--- config.mk ---
export PLATFORM = sky130hd
export DESIGN_NAME = long_delay_sched_flat
export DESIGN_NICKNAME = d
export VERILOG_FILES = /design/src/rtl/long_delay_sched_if.sv /design/src/rtl/long_delay_sched.sv /design/src/flat_wrapper.sv
export SDC_FILE = /design/constraint.sdc
export NUM_CORES = 1
export LEC_CHECK = 0
export CORE_ASPECT_RATIO = 1.1
export CORE_MARGIN = 4
export CORE_UTILIZATION = 50
export CTS_BUF_LIST = sky130_fd_sc_hd__clkbuf_8
export CTS_CLUSTER_DIAMETER = 60
export DETAILED_ROUTE_END_ITERATION = 7
export PLACE_DENSITY_LB_ADDON = 0.25
export SLEW_MARGIN = 20
export SYNTH_ARGS = -nofsm -noshare
export SYNTH_HDL_FRONTEND = slang
export SYNTH_SLANG_ARGS = --single-unit
--- constraint.sdc ---
create_clock -name clk -period 7.9 [get_ports clk]
set_input_delay 2.37 -clock clk [delete_from_list [all_inputs] [get_ports clk]]
set_output_delay 2.37 -clock clk [all_outputs]
set_load 0.1 [all_outputs]
--- src/rtl/long_delay_sched_if.sv ---
// SRAM port bundle between the delay-line controller and a dual-port macro.
// master drives the write/read ports, slave returns read data one cycle later.
interface long_delay_sched_if #(
    parameter int DATA_WIDTH = 16,
    parameter int ADDR_WIDTH = 9
);
    logic                  wen;
    logic [ADDR_WIDTH-1:0] waddr;
    logic [DATA_WIDTH-1:0] wdata;
    logic                  ren;
    logic [ADDR_WIDTH-1:0] raddr;
    logic [DATA_WIDTH-1:0] rdata;

    modport master (
        output wen, waddr, wdata, ren, raddr,
        input  rdata
    );

    modport slave (
        input  wen, waddr, wdata, ren, raddr,
        output rdata
    );
endinterface

--- src/rtl/long_delay_sched.sv ---
// Long-delay line controller: circular write/read addressing over one SRAM
// bank so each input word reappears exactly cfg_delay cycles later.
module long_delay_sched #(
    parameter int DATA_WIDTH = 16,
    parameter int ADDR_WIDTH = 9,
    parameter int LEN_WIDTH  = 16
) (
    input  logic                  clk,
    input  logic                  rst,
    input  logic                  start,
    input  logic [ADDR_WIDTH:0]   cfg_delay,
    input  logic [LEN_WIDTH-1:0]  cfg_len,
    output logic                  in_ready,
    input  logic [DATA_WIDTH-1:0] data_in,
    long_delay_sched_if.master    sram,
    output logic                  out_valid,
    output logic [DATA_WIDTH-1:0] data_out,
    output logic                  busy,
    output logic                  done,
    output logic                  cfg_err
);
    localparam int DW1 = ADDR_WIDTH + 1;
    localparam int TW  = LEN_WIDTH + ADDR_WIDTH + 1;
    localparam logic [DW1-1:0] DEPTH = DW1'(1) << ADDR_WIDTH;

    typedef enum logic {IDLE, ACTIVE} state_t;

    state_t                state;
    logic [DW1-1:0]        d_q;
    logic [LEN_WIDTH-1:0]  n_q;
    logic [TW-1:0]         t;
    logic [ADDR_WIDTH-1:0] wptr;
    logic [ADDR_WIDTH-1:0] rptr;
    logic                  out_valid_q;
    logic                  cfg_err_q;

    logic          active;
    logic          cfg_ok;
    logic [TW-1:0] rd_start;
    logic [TW-1:0] rd_end;
    logic          wen;
    logic          ren;

    assign active   = (state == ACTIVE);
    assign cfg_ok   = (cfg_delay >= DW1'(2)) && (cfg_delay <= DEPTH)
                   && (cfg_len != '0);
    assign rd_start = TW'(d_q) - TW'(1);
    // rd_end is also the cycle carrying the last out_valid
    assign rd_end   = TW'(n_q) + TW'(d_q) - TW'(1);

    assign wen = active && (t < TW'(n_q));
    assign ren = active && (t >= rd_start) && (t < rd_end);

    assign in_ready   = wen;
    assign sram.wen   = wen;
    assign sram.waddr = wptr;
    assign sram.wdata = data_in;
    assign sram.ren   = ren;
    assign sram.raddr = rptr;

    assign out_valid = out_valid_q;
    assign data_out  = sram.rdata;
    assign busy      = active;
    assign done      = active && (t == rd_end);
    assign cfg_err   = cfg_err_q;

    always_ff @(posedge clk) begin
        if (rst) begin
            state       <= IDLE;
            d_q         <= '0;
            n_q         <= '0;
            t           <= '0;
            wptr        <= '0;
            rptr        <= '0;
            out_valid_q <= 1'b0;
            cfg_err_q   <= 1'b0;
        end else begin
            out_valid_q <= ren;
            cfg_err_q   <= 1'b0;
            case (state)
                IDLE: begin
                    if (start) begin
                        if (cfg_ok) begin
                            d_q   <= cfg_delay;
                            n_q   <= cfg_len;
                            t     <= '0;
                            wptr  <= '0;
                            rptr  <= '0;
                            state <= ACTIVE;
                        end else begin
                            cfg_err_q <= 1'b1;
                        end
                    end
                end
                ACTIVE: begin
                    t <= t + TW'(1);
                    if (wen) wptr <= wptr + ADDR_WIDTH'(1);
                    if (ren) rptr <= rptr + ADDR_WIDTH'(1);
                    if (t == rd_end) state <= IDLE;
                end
                default: state <= IDLE;
            endcase
        end
    end
endmodule
--- src/flat_wrapper.sv ---
// flat-port wrapper written by rule: the top's interface ports become plain ports
module long_delay_sched_flat 
#(
    parameter int DATA_WIDTH = 16,
    parameter int ADDR_WIDTH = 9,
    parameter int LEN_WIDTH  = 16
)
  (clk, rst, start, cfg_delay, cfg_len, in_ready, data_in, out_valid, data_out, busy, done, cfg_err, sram_wen, sram_waddr, sram_wdata, sram_ren, sram_raddr, sram_rdata);
  long_delay_sched_if #(.DATA_WIDTH(DATA_WIDTH), .ADDR_WIDTH(ADDR_WIDTH)) sram_i ();
  input  logic clk;
  input  logic rst;
  input  logic start;
  input  logic [ADDR_WIDTH:0] cfg_delay;
  input  logic [LEN_WIDTH-1:0] cfg_len;
  output logic in_ready;
  input  logic [DATA_WIDTH-1:0] data_in;
  output logic out_valid;
  output logic [DATA_WIDTH-1:0] data_out;
  output logic busy;
  output logic done;
  output logic cfg_err;
  output wire logic [$bits(sram_i.wen)-1:0] sram_wen;
  output wire logic [$bits(sram_i.waddr)-1:0] sram_waddr;
  output wire logic [$bits(sram_i.wdata)-1:0] sram_wdata;
  output wire logic [$bits(sram_i.ren)-1:0] sram_ren;
  output wire logic [$bits(sram_i.raddr)-1:0] sram_raddr;
  input wire logic [$bits(sram_i.rdata)-1:0] sram_rdata;
  assign sram_wen = sram_i.wen;
  assign sram_waddr = sram_i.waddr;
  assign sram_wdata = sram_i.wdata;
  assign sram_ren = sram_i.ren;
  assign sram_raddr = sram_i.raddr;
  assign sram_i.rdata = sram_rdata;
  long_delay_sched #(.DATA_WIDTH(DATA_WIDTH), .ADDR_WIDTH(ADDR_WIDTH), .LEN_WIDTH(LEN_WIDTH)) u_core (.clk(clk), .rst(rst), .start(start), .cfg_delay(cfg_delay), .cfg_len(cfg_len), .in_ready(in_ready), .data_in(data_in), .sram(sram_i), .out_valid(out_valid), .data_out(data_out), .busy(busy), .done(done), .cfg_err(cfg_err));
endmodule
==> reports/metrics.yaml <==
synth:
  synth_edf_count: 0
  yosysWarnings: 0
  synthArstFlopShare_pct: 0
  netlist_area_mm2: 0.00611
  syn_nets: 890
  ys_seq_elements: 73
  synth_cell_types: 68
  synth-main-ff-cell: "dfxtp_1"
  seq_area_frac_synth_pct: 23.9
  syn_inst: 746
  synth.avg_cell_area_um2: 8.19
worst_setup_path:
  critical_path_arrival_ps: 5170
  cp-end-kind: "output port"
  worst-r2r-setup-slack_ps: 2460
  cp_max_fo: 6
  crit_path_start_kind: "flop"
  rr_worst_depth: 21
  required_ps: 5530
  setup.worst_path.class: "flop to output port"
pwr:
  ir_worst_vdd_v: 0.0000796
  p_int_w: 0.000631
  combPwrFrac_pct: 27.9
  p_leak_nw: 2.83
  power_frac_clock_pct: 31.8
  p_switching_w: 0.000330
  seq_power_share_pct: 40.3
  p_sw_share_pct: 34.3
  p_per_area_mw_per_mm2: 143
sta:
  tightest_slew_ps: 987
  slew_viol_final: 0
  hold_viol: 0
  skew_ps: 7.43
  fin_crit_sh_pct: 95.4
  fin_crit_ps: 7540
  fmax_mhz: 133
  rsz0062_at_grt: "no"
  maxSlewHeadroom_pct: 34.0
  setup_viol: 0
  fin_setup_tns_ps: 0
hold_path:
  min_path_cells: 1
  hold_path_class: "flop to flop"
drt:
  route.met3.wl_um: 729
  via_per_inst: 6.02
  top_layer_used: "met4"
  drc: 0
  drt_iter0_drc: 273
  routed-via-count: 5523
  post_drt_wl_per_cell_um: 16.7
  antenna_left: 0
  routed_wl_um: 15400
  drt-met1-wl_um: 6540
  routed-wl-met2_um: 7420
  firstDrtPassIters: 5
place:
  gp_congestion: 0.913
  port-buffer-count: 53
  dpl.cell_count: 900
  hpwl_um: 11900
floorplanning:
  die_x_um: 113
  core_area_mm2: 0.0120
  ios: 118
  die_y_um: 124
  start_util_pct: 51.0
  rows: 42
  die-area_mm2: 0.0141
grt:
  grt_max_degree: 67
  grt_first_pass_wirelength_um: 25400
  track_usage_pct: 22.4
  antenna_found_initial: 0
  first_global_vias: 5328
  grt-ovfl-total: 0
clocking:
  cts_sinks: 73
  ctsHtreeMaxLevel: 3
  clock_path_buffers: 2
  clk_pin_slew_worst_paths_ps: 80
  clk_latency_ps: 370
  cts_made_buffers: 9
  cts_hold_buf: 0
  cts_tree: "yes"
  clockRootBuffer: "clkbuf_8"
final_layout:
  drive_above_1_share_pct: 7.07
  final_cells: 918
  finalNetCount: 903
  area_growth_pct: 10.0
  antenna_cells: 0
  num-fill-cells: 1111
run:
  maxCapViolations: 0
outcome:
  status: "complete, no violations"
kinds of logic after synthesis:
| family | count (synthesis) | share of synthesized area [%] |
|---|---|---|
| multiplexers | 31 | 5.14 |
| AND/OR/NAND/NOR | 273 | 23.1 |
| flip-flops | 73 | 23.9 |
| adder cells (fa/ha/maj) | 83 | 17.1 |
| buffers and inverters | 93 | 8.11 |
| XOR/XNOR | 38 | 5.69 |
| AO/OA/AOI/OAI | 155 | 16.9 |
layer usage:
metal  vias up  track usage (%)
li1       2720                -
met2       157             38.5
met4         0             11.6
met5         -                0
met1      2597             26.5
met3        49             4.47
metrics by stage:
stage	total power, W	worst slack (ps)	cell area, um^2	utilization, %	hold WS (ps)
2_1_floorplan	0.000672	563	6110	-	485
3_3_place_gp	0.000650	773	6510	54.3	481
3_5_place_dp	0.000661	629	6510	54.3	488
4_1_cts	0.000968	203	6700	55.9	506
5_1_grt	0.00101	5.47	6720	56.1	528
6_report	0.000960	362	6720	56.1	503
cell usage after synthesis (18+ instances only):
master | number | area (um^2)
ha_1 | 82 | 1030
dfxtp_1 | 73 | 1460
nor2_1 | 69 | 259
a21oi_1 | 57 | 285
nand3_1 | 42 | 210
nand2_1 | 41 | 154
inv_1 | 37 | 139
buf_4 | 33 | 248
mux2i_1 | 28 | 280
xnor2_1 | 26 | 228
nand4_1 | 23 | 144
a21o_1 | 20 | 150
clkbuf_1 | 18 | 67.6
critical path: stages (launching register included):
cell and delay [ps]:
dfxtp_1 400, ha_1 210, inv_1 60, fa_1 390, nand2b_1 200, a21oi_1 300, o311ai_1 210, nor4_1 330
nand3_1 200, or3_4 430, and3b_2 330, mux2i_1 230, ha_1 270, a21o_1 160, a21oi_1 150, o22ai_1 80
nor4bb_1 280, o211a_2 350, buf_12 200
area by class of cell:
type	instances	area (um^2)	area share, %
Sequential cell	73	1460	21.7
Inverter	37	139	2.07
Clock buffer	9	124	1.84
Tap cell	154	193	2.87
Clock inverter	7	72.6	1.08
Multi-Input combinational cell	580	4160	61.9
Timing Repair Buffer	58	571	8.49
flip-flops by register name, summed over array words and instances, names as in the netlist:
register and cells:
u_core.busy 1, u_core.cfg_err 1, u_core.d_q 10, u_core.n_q 16, u_core.out_valid 1, u_core.sram.raddr 9
u_core.sram.waddr 9, u_core.t 26
placed cells by master, fill, tap and decap left out, types with 3 or more instances in the layout:
cell type	instances
ha_1	82
dfxtp_1	73
nor2_1	68
a21oi_1	57
clkdlybuf4s50_1	50
nand3_1	42
nand2_1	41
inv_1	38
mux2i_1	28
xnor2_1	26
nand4_1	23
a21o_1	20
o21ai_0	15
or2_2	14
nor4_1	13
nor3_1	12
nor2b_1	11
xor2_1	10
nand2b_1	10
clkbuf_8	9
and3_1	8
nand3b_1	7
o211ai_1	7
or3_1	7
o21a_1	7
buf_4	6
a311oi_1	5
a211oi_1	5
o22ai_1	4
a31oi_1	3
a211o_1	3
o41ai_1	3
mux2_2	3
a2111oi_0	3
clkinv_4	3
final timing paths:
path / start / end
worst max-delay path: u_core.d_q[0] / sram_ren
worst min-delay path: u_core.sram.raddr[8] / u_core.sram.raddr[8]
worst max register to register: u_core.d_q[0] / u_core.sram.raddr[5]
worst min register to register: u_core.sram.raddr[8] / u_core.sram.raddr[8]
power by group through the flow:
| stage | registers [W] | clock network, W | logic, W |
|---|---|---|---|
| detailed placement | 0.000396 | 0 | 0.000265 |
| floorplan | 0.000400 | 0 | 0.000272 |
| CTS | 0.000387 | 0.000313 | 0.000268 |
| global placement | 0.000395 | 0 | 0.000255 |
| finish | 0.000387 | 0.000305 | 0.000268 |
| global route | 0.000389 | 0.000326 | 0.000299 |
repair_timing:
| action | CTS | global route |
|---|---|---|
| resized for setup | 0 | 3 |
| setup buffers | 0 | 2 |
| setup endpoints to repair | 0 | 1 |
(Power assumes the default switching activity.)
